`src/rtl/clz_wide_seq.sv`:
```
// Sequential leading-zero counter for a WIDTH-bit operand. It walks 32-bit slices, MSB slice first,
// through one shared CLZ32. Optional macro CLZ_EARLY_EXIT_EN stops the scan at the first nonzero slice.
module clz_wide_seq #(
  parameter  int WIDTH = 128,
  localparam int CW    = $clog2(WIDTH) + 1
) (
  input  logic             clk,
  input  logic             rst_n,
  input  logic             in_valid,
  output logic             in_ready,
  input  logic [WIDTH-1:0] in_data,
  output logic             out_valid,
  input  logic             out_ready,
  output logic [CW-1:0]    out_count,
  output logic             out_zero
);

  localparam int NSLICE = WIDTH / 32;
  localparam int IW     = $clog2(NSLICE);

`ifdef CLZ_EARLY_EXIT_EN
  localparam bit EarlyExit = 1'b1;
`else
  localparam bit EarlyExit = 1'b0;
`endif

  typedef enum logic [1:0] {
    IDLE = 2'd0,
    SCAN = 2'd1,
    DONE = 2'd2
  } state_t;

  state_t           state_q;
  logic [WIDTH-1:0] shreg_q;
  logic [IW-1:0]    idx_q;
  logic [CW-1:0]    acc_q;
  logic             found_q;
  logic             outValid_q;
  logic [CW-1:0]    outCount_q;
  logic             outZero_q;

  logic [5:0]       sliceClz;
  logic [CW-1:0]    acc_d;
  logic             found_d;
  logic             lastSlice;
  logic             scanEnd;

  // Binary-search CLZ over 32 bits. The result 32 means the slice is all zero.
  function automatic logic [5:0] clz32(input logic [31:0] v);
    logic [31:0] x;
    logic [5:0]  n;
    x = v;
    n = '0;
    if (x == 32'd0) begin
      n = 6'd32;
    end else begin
      if (x[31:16] == 16'd0) begin
        n[4] = 1'b1;
        x    = x << 16;
      end
      if (x[31:24] == 8'd0) begin
        n[3] = 1'b1;
        x    = x << 8;
      end
      if (x[31:28] == 4'd0) begin
        n[2] = 1'b1;
        x    = x << 4;
      end
      if (x[31:30] == 2'd0) begin
        n[1] = 1'b1;
        x    = x << 2;
      end
      if (!x[31]) begin
        n[0] = 1'b1;
      end
    end
    return n;
  endfunction

  always_comb begin
    sliceClz  = clz32(shreg_q[WIDTH-1 -: 32]);
    found_d   = found_q | ~sliceClz[5];
    acc_d     = found_q ? acc_q : acc_q + CW'(sliceClz);
    lastSlice = (idx_q == IW'(NSLICE - 1));
    scanEnd   = lastSlice || (EarlyExit && found_d);
  end

  // Once a slice with a set bit has been seen, acc_q stays frozen. The maximum it can reach is
  // 32*NSLICE, which is WIDTH, so CW bits never wrap.
  always_ff @(posedge clk or negedge rst_n) begin
    if (!rst_n) begin
      state_q    <= IDLE;
      shreg_q    <= '0;
      idx_q      <= '0;
      acc_q      <= '0;
      found_q    <= 1'b0;
      outValid_q <= 1'b0;
      outCount_q <= '0;
      outZero_q  <= 1'b0;
    end else begin
      case (state_q)
        IDLE: begin
          if (in_valid) begin
            shreg_q <= in_data;
            idx_q   <= '0;
            acc_q   <= '0;
            found_q <= 1'b0;
            state_q <= SCAN;
          end
        end
        SCAN: begin
          acc_q   <= acc_d;
          found_q <= found_d;
          shreg_q <= shreg_q << 32;
          idx_q   <= idx_q + IW'(1);
          if (scanEnd) begin
            outCount_q <= acc_d;
            outZero_q  <= (acc_d == CW'(WIDTH));
            outValid_q <= 1'b1;
            state_q    <= DONE;
          end
        end
        DONE: begin
          if (out_ready) begin
            outValid_q <= 1'b0;
            state_q    <= IDLE;
          end
        end
        default: begin
          outValid_q <= 1'b0;
          state_q    <= IDLE;
        end
      endcase
    end
  end

  assign in_ready  = (state_q == IDLE);
  assign out_valid = outValid_q;
  assign out_count = outCount_q;
  assign out_zero  = outZero_q;

endmodule

```
`config.mk`:
```
export PLATFORM = sky130hd
export DESIGN_NAME = clz_wide_seq
export DESIGN_NICKNAME = d
export VERILOG_FILES = /design/src/rtl/clz_wide_seq.sv
export SDC_FILE = /design/constraint.sdc
export NUM_CORES = 1
export LEC_CHECK = 0
export CAP_MARGIN = 20
export CORE_ASPECT_RATIO = 1.1
export CORE_MARGIN = 2
export CORE_UTILIZATION = 38
export CTS_BUF_LIST = sky130_fd_sc_hd__clkbuf_16
export DETAILED_ROUTE_END_ITERATION = 7
export GPL_TIMING_DRIVEN = 0
export PLACE_DENSITY = 0.64
export SLEW_MARGIN = 20
export SYNTH_ARGS = -nofsm -noshare
export SYNTH_HDL_FRONTEND = slang
export SYNTH_SLANG_ARGS = --single-unit
```
`constraint.sdc`:
```
create_clock -name clk -period 4.6 [get_ports clk]
set_input_delay 1.38 -clock clk [delete_from_list [all_inputs] [get_ports clk]]
set_output_delay 1.38 -clock clk [all_outputs]
set_load 0.02 [all_outputs]
```
# Word-level counts from Yosys, hierarchy flattened
# Index checks and enable logic that the tools add are counted.
totals:
  out_inout_bits: 11
  regBits: 151
  wordCells: 62
  inputBits: 132
op_classes:
  bitwise_logic: 3
  n_mux: 31
  eq_ne: 7
  n_reduce_logical: 11
  add_sub_neg: 2
ops:
  columns: ["operator", "n"]
  rows:
  - ["two-way mux 32 bit", 8]
  - ["case mux 128 bit (2 select lines)", 1]
  - ["two-way mux 128 bit", 1]
  - ["zero test 32 bit", 1]
  - ["zero test 16 bit", 1]
  - ["two-way mux 8 bit", 2]
  - ["case mux 8 bit (2 select lines)", 1]
  - ["two-way mux 1 bit", 9]
  - ["adder 8 x 6 -> 8 bit", 1]
  - ["equality test 8 bit, second input constant", 1]
  - ["zero test 8 bit", 1]
  - ["two-way mux 2 bit", 4]
  - ["inequality test 2 bit, second input constant", 3]
  - ["case mux 2 bit (3 select lines)", 1]
  - ["AND reduction 3 bit", 2]
  - ["two-way mux 5 bit", 1]
  - ["equality test 2 bit, second input constant", 2]
  - ["zero test 2 bit", 2]
  - ["zero test 4 bit", 1]
  - ["case mux 2 bit (2 select lines)", 1]
  - ["AND reduction 2 bit", 2]
  - ["case mux 1 bit (3 select lines)", 1]
  - ["adder 2 x 1 -> 2 bit, second input constant", 1]
  - ["equality test 2 x 1 -> 1 bit, second input constant", 1]
  - ["4 further kinds", 5]

# Depth between registers and ports, before layout
depth:
  depth_word: 17
  depth_mapped: 17

# Least setup slack after synthesis
# Ideal clock, no wire load.
synth_path:
  path_type: "register to register"
  startpoint: "register shreg_q[114]"
  endpoint: "register acc_q[6]"
  t_arrival_ns: 3.623
  required_ns: 4.479
  slack_ns: 0.856
  path_stages_with_launch: 18
  path_cell_list: "dfrtp_1 -> or4_4 -> nor4_4 -> buf_6 -> a211oi_1 -> o21ai_2 -> a21oi_2 -> a221o_1 -> a221oi_2 -> ha_1 -> fa_1 -> a21o_1 -> a21oi_1 -> nor2b_1 -> o21ai_0 -> a21oi_1 -> o21bai_1 -> a22o_1"
synth_between:
  elab_chain_len: 17
  word_cells_on_any_way: 23
  classes_between: "add/sub (1); mux (17); reduce/logical (5)"
synth_rtl:
  columns: ["element", "line", "rtl"]
  rows:
  - ["start: declaration", "34", "logic [WIDTH-1:0] shreg_q;"]
  - ["start signal: assignment", "104", "shreg_q <= in_data;"]
  - ["start signal: assignment", "114", "shreg_q <= shreg_q << 32;"]
  - ["zero test 16 bit", "57", "if (x[31:16] == 16'd0) begin"]
  - ["two-way mux 32 bit", "57", null]
  - ["two-way mux 32 bit", "54", "if (x == 32'd0) begin"]
  - ["zero test 8 bit", "61", "if (x[31:24] == 8'd0) begin"]
  - ["two-way mux 32 bit", "61", null]
  - ["two-way mux 32 bit", "54", null]
  - ["zero test 4 bit", "65", "if (x[31:28] == 4'd0) begin"]
  - ["two-way mux 32 bit", "65", null]
  - ["two-way mux 32 bit", "54", null]
  - ["zero test 2 bit", "69", "if (x[31:30] == 2'd0) begin"]
  - ["two-way mux 32 bit", "69", null]
  - ["two-way mux 32 bit", "54", null]
  - ["two-way mux 1 bit", "73", "if (!x[31]) begin"]
  - ["two-way mux 5 bit", "54", null]
  - ["adder 8 x 6 -> 8 bit (*)", "83", "acc_d = found_q ? acc_q : acc_q + CW'(sliceClz);"]
  - ["two-way mux 8 bit (*)", "83", null]
  - ["case mux 8 bit (2 select lines) (*)", "101", "case (state_q)"]
  - ["end signal: assignment", "95", "acc_q <= '0;"]
  - ["end signal: assignment", "106", "acc_q <= '0;"]
  - ["end signal: assignment", "112", "acc_q <= acc_d;"]
  - ["end: declaration", "36", "logic [CW-1:0] acc_q;"]
# Mark *: on every way between the ends. The rest lies on a longest branch, timed or not. The select of a mux whose other input is x is not followed.
# A chain may end at the register's enable or synchronous reset.

# Worst setup path in the final report
layout_path:
  startpoint: "register shreg_q[123]"
  endpoint: "register outZero_q (netlist: out_zero)"
layout_between:
  elab_chain_len: 17
  word_cells_on_any_way: 23
  classes_between: "add/sub (1); eq/ne (1); mux (16); reduce/logical (5)"
layout_rtl:
  columns: ["element", "line", "rtl"]
  rows:
  - ["zero test 16 bit", "57", null]
  - ["two-way mux 32 bit", "57", null]
  - ["two-way mux 32 bit", "54", null]
  - ["zero test 8 bit", "61", null]
  - ["two-way mux 32 bit", "61", null]
  - ["two-way mux 32 bit", "54", null]
  - ["zero test 4 bit", "65", null]
  - ["two-way mux 32 bit", "65", null]
  - ["two-way mux 32 bit", "54", null]
  - ["zero test 2 bit", "69", null]
  - ["two-way mux 32 bit", "69", null]
  - ["two-way mux 32 bit", "54", null]
  - ["two-way mux 1 bit", "73", null]
  - ["two-way mux 5 bit", "54", null]
  - ["adder 8 x 6 -> 8 bit (*)", "83", null]
  - ["two-way mux 8 bit (*)", "83", null]
  - ["equality test 8 bit (*)", "118", "outZero_q <= (acc_d == CW'(WIDTH));"]
  - ["end signal: assignment", "118", null]
  - ["end: declaration", "40", "logic outZero_q;"]
# Marks and branches as above.

==> run summary <==
status -> finished clean
global-route wire length before repair -> 33300 um
number of port buffers -> 142
final setup TNS -> 0 ns
share of cells above drive strength 1 -> 0.0465
CP Class -> reg2reg
clock power share -> 0.228
post-synth top area share -> 0.520
cell row count -> 53
CTS Hold Bufs -> 0
EDFF count, synth -> 0
Avg Inst Size Synth -> 9.97 um2
Layout area overhead -> 32.1%
Worst Path Arrival -> 4.52 ns
DRC -> 0
Hold Violations, Final -> 0
Worst Tran Pin Value -> 0.756 ns
I/O pins -> 143
vias in the first global route -> 6133
Int Power -> 3660 uW
clock slew at reported path FFs -> 0.06 ns
vias -> 6107
clk sinks -> 151
TritonRoute pass-1 iters -> 6
Max VDD drop -> 0.349 mV
cell with the most instances after synthesis -> dfrtp_1
Max H-tree Level -> 4
post-synth top area cell -> dfrtp_1
syn_nets -> 869
CP endpoint kind -> register
Max-slew headroom -> 0.496
WP data required -> 4.95 ns
FMAX -> 240 MHz
post-DP HPWL -> 15700 um
Switching Share -> 0.387
area of the core -> 19000 um2
Initial Util -> 0.383
CTS tree -> done
Num CTS Buffers -> 17
Post-CTS Setup Repair Bufs -> 0
Die W -> 136 um
PD cells -> 621 nW/um2
initial antenna violation count -> 0
Total GRT Usage -> 0.215
GPL Wtd Cong -> 0.848
Net Switching -> 2310 uW
CTS Buffer Depth -> 2
Worst Hold Class -> reg2reg
cts repair resizes -> 0
max-slew violations -> 0
synthesized area -> 7270 um2
Reg power frac -> 0.376
Area contributors post-synth -> dfrtp_1 (52%), o21ai_0 (8.0%), a22oi_1 (6.7%)
wire per inst -> 18.1 um
MaxCap Viol Count -> 0
chip height -> 149 um
grt ovf -> 0
Antenna Nets Post-Route -> 0
min Tclk post-route -> 4.17 ns
largest net degree at the start of global routing -> 92
Primary FF master, synth -> dfrtp_1
RSZ-0062 raised after global routing -> false
Die Area -> 20300 um2
Cells after Synth -> 729
Finished Core Util -> 0.506
final wirelength -> 20800 um
skew final -> 0.00772 ns
crit start category -> register
Tcrit/Tclk final -> 0.906
#FFs+latches synth -> 151
most instantiated cells after synthesis -> dfrtp_1 (151), o21ai_0 (116), nand2_1 (78)
root buffer cell -> clkbuf_16
Initial DRC Count -> 422
fin nets -> 1031
count of different cell masters after synthesis -> 49
diode count -> 0
final number of setup-violating endpoints -> 0
drt via density -> 5.31
Synth Warn # -> 0
worst skew pair latency -> 0.42 ns
Async SR Flop Fraction -> 1.00
combinational share of power -> 0.396
CP max FO -> 10
sequential area share after synthesis -> 0.520
P_leak -> 0.00403 uW
cell families (layout without fill, tap and decap cells):
kind of cell	Yosys count	count (layout)	synth area share
compound gates	301	301	0.263
xor+xnor	5	5	0.00602
fa+ha+maj	8	8	0.0148
buf+inv	63	238	0.0336
flops	151	151	0.520
mux	33	33	0.0456
simple gates	168	168	0.117
registers in the layout, summed over array words and instances (netlist names):
| signal | flops |
|---|---|
| state_q | 2 |
| out_valid | 1 |
| out_zero | 1 |
| out_count | 8 |
| found_q | 1 |
| acc_q | 8 |
| shreg_q | 128 |
| idx_q | 2 |
critical path, cell delays in order, from the launching register on:
cell and delay [ns]:
dfrtp_1 0.41, or4_1 0.61, nor4_4 0.41, buf_6 0.19, a211oi_1 0.09, o21ai_2 0.13
a21oi_2 0.09, a221o_1 0.35, a221oi_2 0.28, ha_1 0.22, a21o_1 0.13, a21oi_1 0.10
o21bai_1 0.20, nand2_1 0.10, nor4b_1 0.34, a311o_1 0.25, a41o_1 0.20
area by class of cell:
cell class	count	area, um2
clock inverters	15	145
repair buffers	143	1450
well taps	247	309
flip-flops and latches	151	3780
clock buffers	17	425
multi-input cells	515	3250
fillers	1816	9360
plain buffers	58	225
inverters	5	18.8
power by group through the flow:
stage          sequential [uW]  clock (uW)  combinational (uW)
2_1_floorplan             2150           0                1600
3_3_place_gp              2250           0                2320
3_5_place_dp              2260           0                2360
4_1_cts                   2240        1380                2370
5_1_grt                   2310        1440                2630
6_report                  2250        1360                2360
path summary, 6_finish.rpt:
| check | startpoint | to | slack, ns | cells past startpoint |
|---|---|---|---|---|
| max reg2reg | shreg_q[123]$_DFFE_PN0P_ | out_zero$_DFFE_PN0P_ | 0.43 | 16 |
| min reg2reg | shreg_q[102]$_DFFE_PN0P_ | shreg_q[102]$_DFFE_PN0P_ | 0.47 | 2 |
| max | shreg_q[123]$_DFFE_PN0P_ | out_zero$_DFFE_PN0P_ | 0.43 | 16 |
| min | shreg_q[102]$_DFFE_PN0P_ | shreg_q[102]$_DFFE_PN0P_ | 0.47 | 2 |
| max in group asynchronous | rst_n | shreg_q[22]$_DFFE_PN0P_ | 2.91 | 2 |
| min in group asynchronous | rst_n | shreg_q[103]$_DFFE_PN0P_ | 0.89 | 1 |
layout by cell type, fill, tap and decap left out, drive strengths merged, types with 3 or more instances in the layout:
cell / n
a22oi: 65
a21oi: 56
or2: 6
clkbuf: 67
nor3: 5
inv: 8
clkinv: 7
xnor2: 4
nand2: 78
o21bai: 4
a21o: 4
nor2: 15
nor2b: 45
a211oi: 3
o21ai: 118
a211o: 3
or4: 4
nor4: 4
buf: 10
ha: 7
dfrtp: 151
a22o: 37
clkdlybuf4s50: 141
bufinv: 3
mux2i: 32
per-layer routing:
| metal | global-route usage | part of all wire | up-vias |
|---|---|---|---|
| li1 | - | - | 2999 |
| met1 | 0.285 | 0.44 | 2927 |
| met2 | 0.358 | 0.50 | 157 |
| met3 | 0.0445 | 0.040 | 24 |
| met4 | 0.0563 | 0.015 | 0 |
| met5 | 0 | 0 | - |
metrics by stage:
step	total power (uW)	setup WS (ns)	area, um2	hold slack [ns]	cells
after global placement	4560	-4.15	9000	0.459	1118
after detailed placement	4620	0.466	9030	0.463	1119
after floorplan	3750	0.856	7270	0.442	729
after CTS	5990	0.448	9600	0.476	1151
final	5960	0.434	9600	0.473	1151
after global routing	6370	0.128	9600	0.504	1151
Note: power is estimated with default switching activity, not from simulation.
